## src/rtl/lsu_axi.sv

```systemverilog
// Load/store unit: one AXI-lite read or write per decoded load/store strobe.
// Returns aligned, extended load data and stalls the PC via lsu_busy.
module lsu_axi #(
  parameter logic [2:0]  DPORT   = 3'b000,
  parameter int unsigned TIMEOUT = 255
) (
  input  logic        clk,
  input  logic        rstn,
  input  logic        lb,
  input  logic        lh,
  input  logic        lw,
  input  logic        ld,
  input  logic        lbu,
  input  logic        lhu,
  input  logic        lwu,
  input  logic        sb,
  input  logic        sh,
  input  logic        sw,
  input  logic        sd,
  input  logic [63:0] addr,
  input  logic [63:0] wdata,
  output logic        lsu_busy,
  output logic        lsu_done,
  output logic        lsu_err,
  output logic [63:0] lsu_rdata,
  output logic        ARVALID,
  input  logic        ARREADY,
  output logic [63:0] ARADDR,
  output logic [2:0]  ARPORT,
  input  logic        RVALID,
  output logic        RREADY,
  input  logic [63:0] RDATA,
  input  logic [1:0]  RRESP,
  output logic        AWVALID,
  input  logic        AWREADY,
  output logic [63:0] AWADDR,
  output logic [2:0]  AWPORT,
  output logic        WVALID,
  input  logic        WREADY,
  output logic [63:0] WDATA,
  output logic [7:0]  WSTRB,
  input  logic        BVALID,
  output logic        BREADY,
  input  logic [1:0]  BRESP
);

  typedef enum logic [2:0] {
    IDLE, RD_A, RD_D, WR_AW, WR_B, FIN
  } state_t;

  state_t      state;
  logic [1:0]  size_q;
  logic        sgn_q;
  logic [2:0]  off_q;
  logic [31:0] cnt;
  logic        aw_done;
  logic        w_done;

  logic [10:0] stb;
  logic        one_hot;
  logic [1:0]  r_size;
  logic        r_sgn;
  logic        r_ld;
  logic [2:0]  r_amask;
  logic [7:0]  r_strb;
  logic        r_bad;

  assign stb = {sd, sw, sh, sb, lwu, lhu,
                lbu, ld, lw, lh, lb};
  assign one_hot = ($countones(stb) == 1);

  always_comb begin
    r_size = 2'd0;
    r_sgn  = 1'b0;
    r_ld   = 1'b0;
    if (one_hot) begin
      unique case (1'b1)
        lb:  begin r_ld = 1'b1; r_sgn = 1'b1; end
        lh:  begin r_ld = 1'b1; r_sgn = 1'b1;
                   r_size = 2'd1; end
        lw:  begin r_ld = 1'b1; r_sgn = 1'b1;
                   r_size = 2'd2; end
        ld:  begin r_ld = 1'b1; r_size = 2'd3; end
        lbu: r_ld = 1'b1;
        lhu: begin r_ld = 1'b1; r_size = 2'd1; end
        lwu: begin r_ld = 1'b1; r_size = 2'd2; end
        sb:  r_size = 2'd0;
        sh:  r_size = 2'd1;
        sw:  r_size = 2'd2;
        sd:  r_size = 2'd3;
        default: r_size = 2'd0;
      endcase
    end
  end

  always_comb begin
    r_amask = 3'b000;
    r_strb  = 8'h01;
    unique case (r_size)
      2'd0: begin r_amask = 3'b000; r_strb = 8'h01; end
      2'd1: begin r_amask = 3'b001; r_strb = 8'h03; end
      2'd2: begin r_amask = 3'b011; r_strb = 8'h0F; end
      2'd3: begin r_amask = 3'b111; r_strb = 8'hFF; end
      default: r_amask = 3'b000;
    endcase
  end

  assign r_bad = !one_hot || (|(addr[2:0] & r_amask));

  logic [63:0] rsh;
  logic [63:0] ext;

  assign rsh = RDATA >> {off_q, 3'b000};

  always_comb begin
    ext = rsh;
    unique case (size_q)
      2'd0: ext = sgn_q ? {{56{rsh[7]}}, rsh[7:0]}
                        : {56'd0, rsh[7:0]};
      2'd1: ext = sgn_q ? {{48{rsh[15]}}, rsh[15:0]}
                        : {48'd0, rsh[15:0]};
      2'd2: ext = sgn_q ? {{32{rsh[31]}}, rsh[31:0]}
                        : {32'd0, rsh[31:0]};
      2'd3: ext = rsh;
      default: ext = rsh;
    endcase
  end

  logic tmo;
  logic aw_hs;
  logic w_hs;
  logic aw_ok;
  logic w_ok;

  // TIMEOUT of zero disables the abort path entirely
  assign tmo   = (TIMEOUT != 0) &&
                 (cnt + 32'd1 == 32'(TIMEOUT));
  assign aw_hs = AWVALID & AWREADY;
  assign w_hs  = WVALID & WREADY;
  assign aw_ok = aw_done | aw_hs;
  assign w_ok  = w_done | w_hs;

  always_ff @(posedge clk) begin
    if (!rstn) begin
      state     <= IDLE;
      size_q    <= 2'd0;
      sgn_q     <= 1'b0;
      off_q     <= 3'd0;
      cnt       <= 32'd0;
      aw_done   <= 1'b0;
      w_done    <= 1'b0;
      lsu_busy  <= 1'b0;
      lsu_done  <= 1'b0;
      lsu_err   <= 1'b0;
      lsu_rdata <= 64'd0;
      ARVALID   <= 1'b0;
      ARADDR    <= 64'd0;
      ARPORT    <= 3'd0;
      RREADY    <= 1'b0;
      AWVALID   <= 1'b0;
      AWADDR    <= 64'd0;
      AWPORT    <= 3'd0;
      WVALID    <= 1'b0;
      WDATA     <= 64'd0;
      WSTRB     <= 8'd0;
      BREADY    <= 1'b0;
    end else begin
      unique case (state)
        IDLE: begin
          if (|stb) begin
            size_q   <= r_size;
            sgn_q    <= r_sgn;
            off_q    <= addr[2:0];
            cnt      <= 32'd0;
            lsu_busy <= 1'b1;
            lsu_err  <= 1'b0;
            if (r_bad) begin
              state    <= FIN;
              lsu_done <= 1'b1;
              lsu_err  <= 1'b1;
            end else if (r_ld) begin
              state   <= RD_A;
              ARVALID <= 1'b1;
              ARADDR  <= addr;
              ARPORT  <= DPORT;
            end else begin
              state   <= WR_AW;
              AWVALID <= 1'b1;
              WVALID  <= 1'b1;
              AWADDR  <= addr;
              AWPORT  <= DPORT;
              WDATA   <= wdata << {addr[2:0], 3'b000};
              WSTRB   <= r_strb << addr[2:0];
              aw_done <= 1'b0;
              w_done  <= 1'b0;
            end
          end
        end
        RD_A: begin
          if (ARREADY) begin
            ARVALID <= 1'b0;
            RREADY  <= 1'b1;
            cnt     <= 32'd0;
            state   <= RD_D;
          end else if (tmo) begin
            ARVALID  <= 1'b0;
            lsu_err  <= 1'b1;
            lsu_done <= 1'b1;
            state    <= FIN;
          end else begin
            cnt <= cnt + 32'd1;
          end
        end
        RD_D: begin
          if (RVALID) begin
            RREADY    <= 1'b0;
            lsu_rdata <= ext;
            lsu_err   <= |RRESP;
            lsu_done  <= 1'b1;
            state     <= FIN;
          end else if (tmo) begin
            RREADY   <= 1'b0;
            lsu_err  <= 1'b1;
            lsu_done <= 1'b1;
            state    <= FIN;
          end else begin
            cnt <= cnt + 32'd1;
          end
        end
        WR_AW: begin
          if (aw_hs) begin
            AWVALID <= 1'b0;
            aw_done <= 1'b1;
          end
          if (w_hs) begin
            WVALID <= 1'b0;
            w_done <= 1'b1;
          end
          if (aw_ok && w_ok) begin
            BREADY <= 1'b1;
            cnt    <= 32'd0;
            state  <= WR_B;
          end else if (tmo) begin
            AWVALID  <= 1'b0;
            WVALID   <= 1'b0;
            lsu_err  <= 1'b1;
            lsu_done <= 1'b1;
            state    <= FIN;
          end else begin
            cnt <= cnt + 32'd1;
          end
        end
        WR_B: begin
          if (BVALID) begin
            BREADY   <= 1'b0;
            lsu_err  <= |BRESP;
            lsu_done <= 1'b1;
            state    <= FIN;
          end else if (tmo) begin
            BREADY   <= 1'b0;
            lsu_err  <= 1'b1;
            lsu_done <= 1'b1;
            state    <= FIN;
          end else begin
            cnt <= cnt + 32'd1;
          end
        end
        FIN: begin
          lsu_done <= 1'b0;
          lsu_err  <= 1'b0;
          lsu_busy <= 1'b0;
          state    <= IDLE;
        end
        default: state <= IDLE;
      endcase
    end
  end

endmodule

```

## config.mk

```make
export PLATFORM = sky130hd
export DESIGN_NAME = lsu_axi
export DESIGN_NICKNAME = d
export VERILOG_FILES = /design/src/rtl/lsu_axi.sv
export SDC_FILE = /design/constraint.sdc
export NUM_CORES = 1
export LEC_CHECK = 0
export CORE_MARGIN = 4
export CORE_UTILIZATION = 30
export CTS_CLUSTER_SIZE = 14
export DETAILED_ROUTE_END_ITERATION = 6
export DONT_BUFFER_PORTS = 1
export PLACE_DENSITY = 0.43
export SLEW_MARGIN = 20
export SYNTH_ARGS = -nofsm -noshare
export SYNTH_HDL_FRONTEND = slang
export SYNTH_SLANG_ARGS = --single-unit
```

## constraint.sdc

```tcl
create_clock -name clk -period 7.3 [get_ports clk]
set_clock_uncertainty 0.1 [all_clocks]
set_input_delay 1.46 -clock clk [delete_from_list [all_inputs] [get_ports clk]]
set_output_delay 1.46 -clock clk [all_outputs]
set_load 0.02 [all_outputs]
```

# --- Word-level counts from Yosys, hierarchy flattened ---
# Index checks and enable logic that the tools add are counted.
op_classes:
  n_eq_ne: 29
  n_mux: 76
  shift: 3
  addsub: 11
  reduce_logical: 36
  bitwise: 7
ops:
  columns: ["operator", "n"]
  rows:
  - ["64-bit one-hot mux with 4 select lines", 1]
  - ["32-bit two-way mux", 6]
  - ["64-bit two-way mux", 3]
  - ["32-bit one-hot mux with 5 select lines", 1]
  - ["64-bit by 6-bit << shifter with 64-bit output", 1]
  - ["64-bit by 6-bit right shift with 64-bit output", 1]
  - ["1-bit two-way mux", 42]
  - ["32-bit by 1-bit adder with 32-bit output, second input constant", 1]
  - ["32-bit by 8-bit == test with 1-bit output, second input constant", 1]
  - ["8-bit one-hot mux with 4 select lines", 1]
  - ["2-bit != test, second input constant", 13]
  - ["3-bit two-way mux", 7]
  - ["4-bit AND reduction", 5]
  - ["5-bit AND reduction", 4]
  - ["1-bit one-hot mux with 2 select lines", 8]
  - ["3-bit one-hot mux with 5 select lines", 1]
  - ["1-bit one-hot mux with 6 select lines", 2]
  - ["3-bit one-hot mux with 4 select lines", 1]
  - ["3-bit OR reduction", 4]
  - ["11-bit OR reduction", 1]
  - ["1-bit by 1-bit adder with 2-bit output", 5]
  - ["2-bit nonzero test", 5]
  - ["3-bit != test, second input constant", 3]
  - ["2-bit == test, second input constant", 4]
  - ["27 further kinds", 41]
totals:
  in_bits: 214
  regBits: 315
  out_inout_bits: 278
  elab_cells: 182

# --- Logic depth before layout (Yosys ltp) ---
depth:
  word_depth: 14
  mapped_depth: 16
  depth_no_buf: 14

# --- Least setup slack after synthesis ---
# Ideal clock, no wire load.
synth_path:
  path_kind: "input port to flip-flop"
  from: "in lb"
  to: "reg WDATA[38]"
  setup_time_ns: 0.125
  t_arrival_ns: 5.657
  setup_slack_ns: 1.418
  path_buffers: 3
  path_stages: 16
  t_required_ns: 7.075
  path_cell_list: "fa_1 > fa_1 > inv_1 > fa_1 > fa_1 > fa_1 > nor3_1 > a22oi_1 > nor3b_1 > o2111ai_1 > or3_1 > buf_2 > buf_2 > clkbuf_1 > a221oi_1 > nor3b_1"
synth_via:
  elab_chain_len: 13
  word_cells_on_any_way: 22
  classes_between: "4 x add/sub; 4 x eq/ne; 4 x mux; 3 x bitwise; 7 x reduce/logical"
synth_rtl:
  columns: ["element", "line", "text"]
  rows:
  - ["from (decl)", "9", "input logic lb,"]
  - ["1-bit by 1-bit adder with 2-bit output (not written as such)", "70", "assign one_hot = ($countones(stb) == 1);"]
  - ["2-bit by 2-bit adder with 3-bit output (not written as such)", "70", null]
  - ["3-bit by 3-bit adder with 4-bit output (not written as such)", "70", null]
  - ["4-bit by 3-bit adder with 5-bit output (not written as such)", "70", null]
  - ["5-bit by 1-bit == test with 1-bit output", "70", null]
  - ["2-bit two-way mux", "76", "if (one_hot) begin"]
  - ["2-bit == test (tied with other cells)", "99", "unique case (r_size)"]
  - ["3-bit one-hot mux with 4 select lines", "99", null]
  - ["3-bit AND", "108", "assign r_bad = !one_hot || (|(addr[2:0] & r_amask));"]
  - ["3-bit OR reduction", "108", null]
  - ["1-bit logical OR", "108", null]
  - ["1-bit NOT (no line)", null, null]
  - ["4-bit AND reduction (no line) *", null, null]
  - ["to (signal assigned)", "192", "WDATA <= wdata << {addr[2:0], 3'b000};"]
  - ["to (decl)", "40", "output logic [63:0] WDATA,"]
# Mark *: on every way between the ends. The rest lies on a longest branch, timed or not.
# A chain may end at the register's enable or synchronous reset.

# --- Worst setup path after layout ---
layout_path:
  from: "in lb"
  to: "reg AWADDR[54]"
layout_via:
  elab_chain_len: 13
  word_cells_on_any_way: 22
  classes_between: "4 x add/sub; 4 x eq/ne; 4 x mux; 3 x bitwise; 7 x reduce/logical"
layout_rtl:
  columns: ["element", "line", "text"]
  rows:
  - ["1-bit by 1-bit adder with 2-bit output (not written as such)", "70", null]
  - ["2-bit by 2-bit adder with 3-bit output (not written as such)", "70", null]
  - ["3-bit by 3-bit adder with 4-bit output (not written as such)", "70", null]
  - ["4-bit by 3-bit adder with 5-bit output (not written as such)", "70", null]
  - ["5-bit by 1-bit == test with 1-bit output", "70", null]
  - ["2-bit two-way mux", "76", null]
  - ["2-bit == test (tied with other cells)", "99", null]
  - ["3-bit one-hot mux with 4 select lines", "99", null]
  - ["3-bit AND", "108", null]
  - ["3-bit OR reduction", "108", null]
  - ["1-bit logical OR", "108", null]
  - ["1-bit NOT (no line)", null, null]
  - ["4-bit AND reduction (no line) *", null, null]
  - ["to (signal assigned)", "190", "AWADDR <= addr;"]
  - ["to (decl)", "36", "output logic [63:0] AWADDR,"]
# Marked as above.

==> metrics.yaml <==
core_area_um2: 54200
p_leak_nw: 6.34
fp.dieW_um: 243
grt_pass1_wl_um: 93800
ff2ff_path_depth: 9
finalHoldViolCount: 0
antenna_found_initial: 5
setup_viol: 0
grt_max_degree: 282
diodes: 0
r2r_start: "off_q[0]$_SDFFE_PN0P_"
postCtsSetupRepairBufs: 0
hold_depth: 2
peakVddDrop_mv: 0.153
via_count: 14700
ctsLongestPathBuffers: 3
ys_seq_elements: 315
power_density_nw_per_um2: 251
fin_crit_sh_pct: 82.1
grt_pass1_vias: 13800
syn_area_um2: 16500
period_minus_slack_ns: 5.99
grt_setup_unrepaired: "no"
synthDistinctLibCells: 68
worst_slack_ns: 1.31
tightest_slew_ns: 1.09
firstDrtPassIters: 6
final_cells: 2672
final_nets: 2171
min_from: "aw_done$_SDFFE_PN0P_"
cpPeakStageDelay_ns: 0.67
clock_latency_ns: 0.58
cts_resized: 0
synthArstFlopShare_pct: 0
synth_cells: 2073
drt-wirelength-per-cell_um: 23.9
worstPathRequired_ns: 7.63
dp_slack_ns: 0.743
io_pins: 492
via_per_inst: 5.52
crit_slowest_cell: "or3_4"
fin_setup_tns_ns: 0
htree_levels: 2
routed_wl_um: 63900
outcome: "completed"
fp.dieArea_um2: 59000
holdBufCountCts: 0
yosysWarnings: 0
syn_area_per_cell_um2: 7.98
worst_setup_path_end_kind: "flop"
crit_arrival_ns: 6.32
ant_nets: 0
place_congestion: 0.869
cts-root-buf: "clkbuf_16"
crit_family: "adder cells"
fmax_mhz: 167
first_iter_violations: 1004
cts_tree: "built"
gr-total-overflow: 0
slew_viol_final: 0
start_kind: "primary input"
relSlewSlack_pct: 26.5
min_path_type: "reg -> reg"
cp-startpoint: "lb"
gr-usage-all-layers_pct: 20.3
cts.sinks: 315
clk_pin_slew_ns: 0.06
synth_seq_area_share_pct: 38.1
syn_to_final_growth_pct: 10.9
synth_ff_type: "dfxtp_1"
drv_cap: 0
critPathMaxFanout: 71
synth_edf_count: 0
drive_above_1_share_pct: 8.20
portBuffers: 0
initial_core_util_pct: 30.5
die_y_um: 243
criticalPathCategory: "in -> reg"
dp_cells: 2600
crit_buf_inv: 4
critical_path_cell_count: 16
dp_hpwl_um: 45500
crit_path_frequent_cell: "fa_1"
critical_path.cell_chain: "fa_1 > fa_1 > inv_1 > fa_1 > fa_1 > fa_1 > nor3_1 > a22oi_1 > nor3b_1 > buf_4 > o2111ai_1 > buf_4 > or3_4 > buf_4 > nand2_1 > a21boi_0"
drc_errors: 0
cts_buffers: 40
rows: 85
-- cell families (layout without fill, tap and decap cells) --
logic type / count (synthesis) / after routing / synth area share [%]
multiplexers: 120 / 120 / 8.59
AND/OR/NAND/NOR: 801 / 801 / 22.2
other: 1 / 6 / 0.0227
AO/OA/AOI/OAI: 592 / 592 / 23.8
flip-flops: 315 / 315 / 38.1
buffers and inverters: 217 / 115 / 5.27
adder cells (fa/ha/maj): 11 / 11 / 1.15
XOR/XNOR: 16 / 16 / 0.847
-- metrics by stage --
step                util [%]  hold WS (ns)  power (W)  cell area, um^2
global placement        31.0         0.353    0.00244            16800
floorplan                  -         0.338    0.00231            16600
global route            33.8         0.406    0.00482            18300
detailed placement      31.1         0.366    0.00244            16900
CTS                     33.8         0.379    0.00469            18300
finish                  33.8         0.371    0.00461            18300
-- state kept, by name, summed over array words and instances (netlist names) --
| signal | count |
|---|---|
| AWADDR | 64 |
| ARADDR | 64 |
| aw_done | 1 |
| WDATA | 64 |
| lsu_err | 1 |
| WVALID | 1 |
| RREADY | 1 |
| WSTRB | 8 |
| cnt | 32 |
| size_q | 2 |
| sgn_q | 1 |
| ARVALID | 1 |
| lsu_rdata | 64 |
| lsu_busy | 1 |
| BREADY | 1 |
| w_done | 1 |
| lsu_done | 1 |
| state | 3 |
| off_q | 3 |
| AWVALID | 1 |
-- layer usage --
metal  share of wire, %  wire length [um]  vias up  GRT usage [%]
met3                9.6              6120      105           7.89
met2                 47             29800      507           33.5
met1                 40             25800     7073           24.5
li1                   -                 -     7046              -
met5              0.088                56        -              0
met4                3.2              2050        8           6.48
-- worst paths after layout --
path | slack [ns] | to
setup / recovery | 1.31 | AWADDR[54]$_SDFFE_PN0P_
hold / removal | 0.37 | aw_done$_SDFFE_PN0P_
setup reg to reg | 3.75 | lsu_rdata[57]$_SDFFE_PN0P_
hold reg to reg | 0.37 | aw_done$_SDFFE_PN0P_
-- cell usage in the layout, fill, tap and decap left out, types with 15 or more instances in the layout --
cell / n
nand2_1: 448
dfxtp_1: 312
a21boi_0: 150
a21oi_1: 147
o21ai_0: 107
nor2_1: 91
mux2i_1: 80
a211oi_1: 49
nor2b_1: 44
clkbuf_16: 40
o211a_1: 37
nand3_1: 35
nor3_1: 32
inv_1: 27
mux2_2: 25
or4_1: 20
nand2b_1: 19
o211ai_1: 19
or3_1: 18
mux4_2: 15
a31oi_1: 15
nand4_1: 15
-- worst reg2reg max path, delay by kind of cell, from the launching register on --
| kind | cells | cell delay (ns) |
|---|---|---|
| AO/OA/AOI/OAI | 3 | 0.87 |
| buffers and inverters | 1 | 0.40 |
| AND/OR/NAND/NOR | 3 | 0.52 |
| multiplexers | 2 | 0.55 |
| flip-flops | 1 | 0.98 |
-- cells in the mapped netlist (7+ instances only) --
cell type | count | area (um^2)
nor4_1 | 12 | 75.1
mux2i_1 | 80 | 801
a221oi_1 | 8 | 70.1
nand2_1 | 448 | 1680
o21ai_0 | 108 | 541
nor2_1 | 92 | 345
a211oi_1 | 49 | 368
or4_1 | 20 | 150
o22ai_1 | 12 | 75.1
and2_0 | 7 | 43.8
or2_2 | 13 | 81.3
inv_1 | 27 | 101
nor2b_1 | 44 | 275
or3_1 | 19 | 119
clkbuf_1 | 138 | 518
xnor2_1 | 12 | 105
buf_4 | 7 | 52.6
o221a_2 | 8 | 90.1
fa_1 | 7 | 140
o211a_1 | 37 | 370
a31oi_1 | 15 | 93.8
mux2_2 | 25 | 282
nor3_1 | 34 | 170
o211ai_1 | 19 | 143
and4_1 | 7 | 61.3
buf_2 | 18 | 90.1
and3_1 | 7 | 43.8
nand2b_1 | 20 | 125
nor3b_1 | 13 | 97.6
nand4_1 | 15 | 93.8
nand3_1 | 35 | 175
mux4_2 | 15 | 338
dfxtp_1 | 315 | 6310
buf_1 | 25 | 93.8
a21boi_0 | 151 | 1130
a21oi_1 | 148 | 741
-- cell type report --
type                    count  area, um^2
flip-flops and latches    315        6310
repair buffers             15         138
inverters                  28         105
clock buffers              54        1150
fillers                  5739       35900
clock inverters            18         323
well taps                 696         871
multi-input cells        1546        9430
-- power breakdown --
| group | internal [W] | switching, W |
|---|---|---|
| clock | 0.00137 | 0.000838 |
| sequential | 0.00175 | 0.000125 |
| combinational | 0.000226 | 0.000306 |
Note: power is estimated with default switching activity, not from simulation.
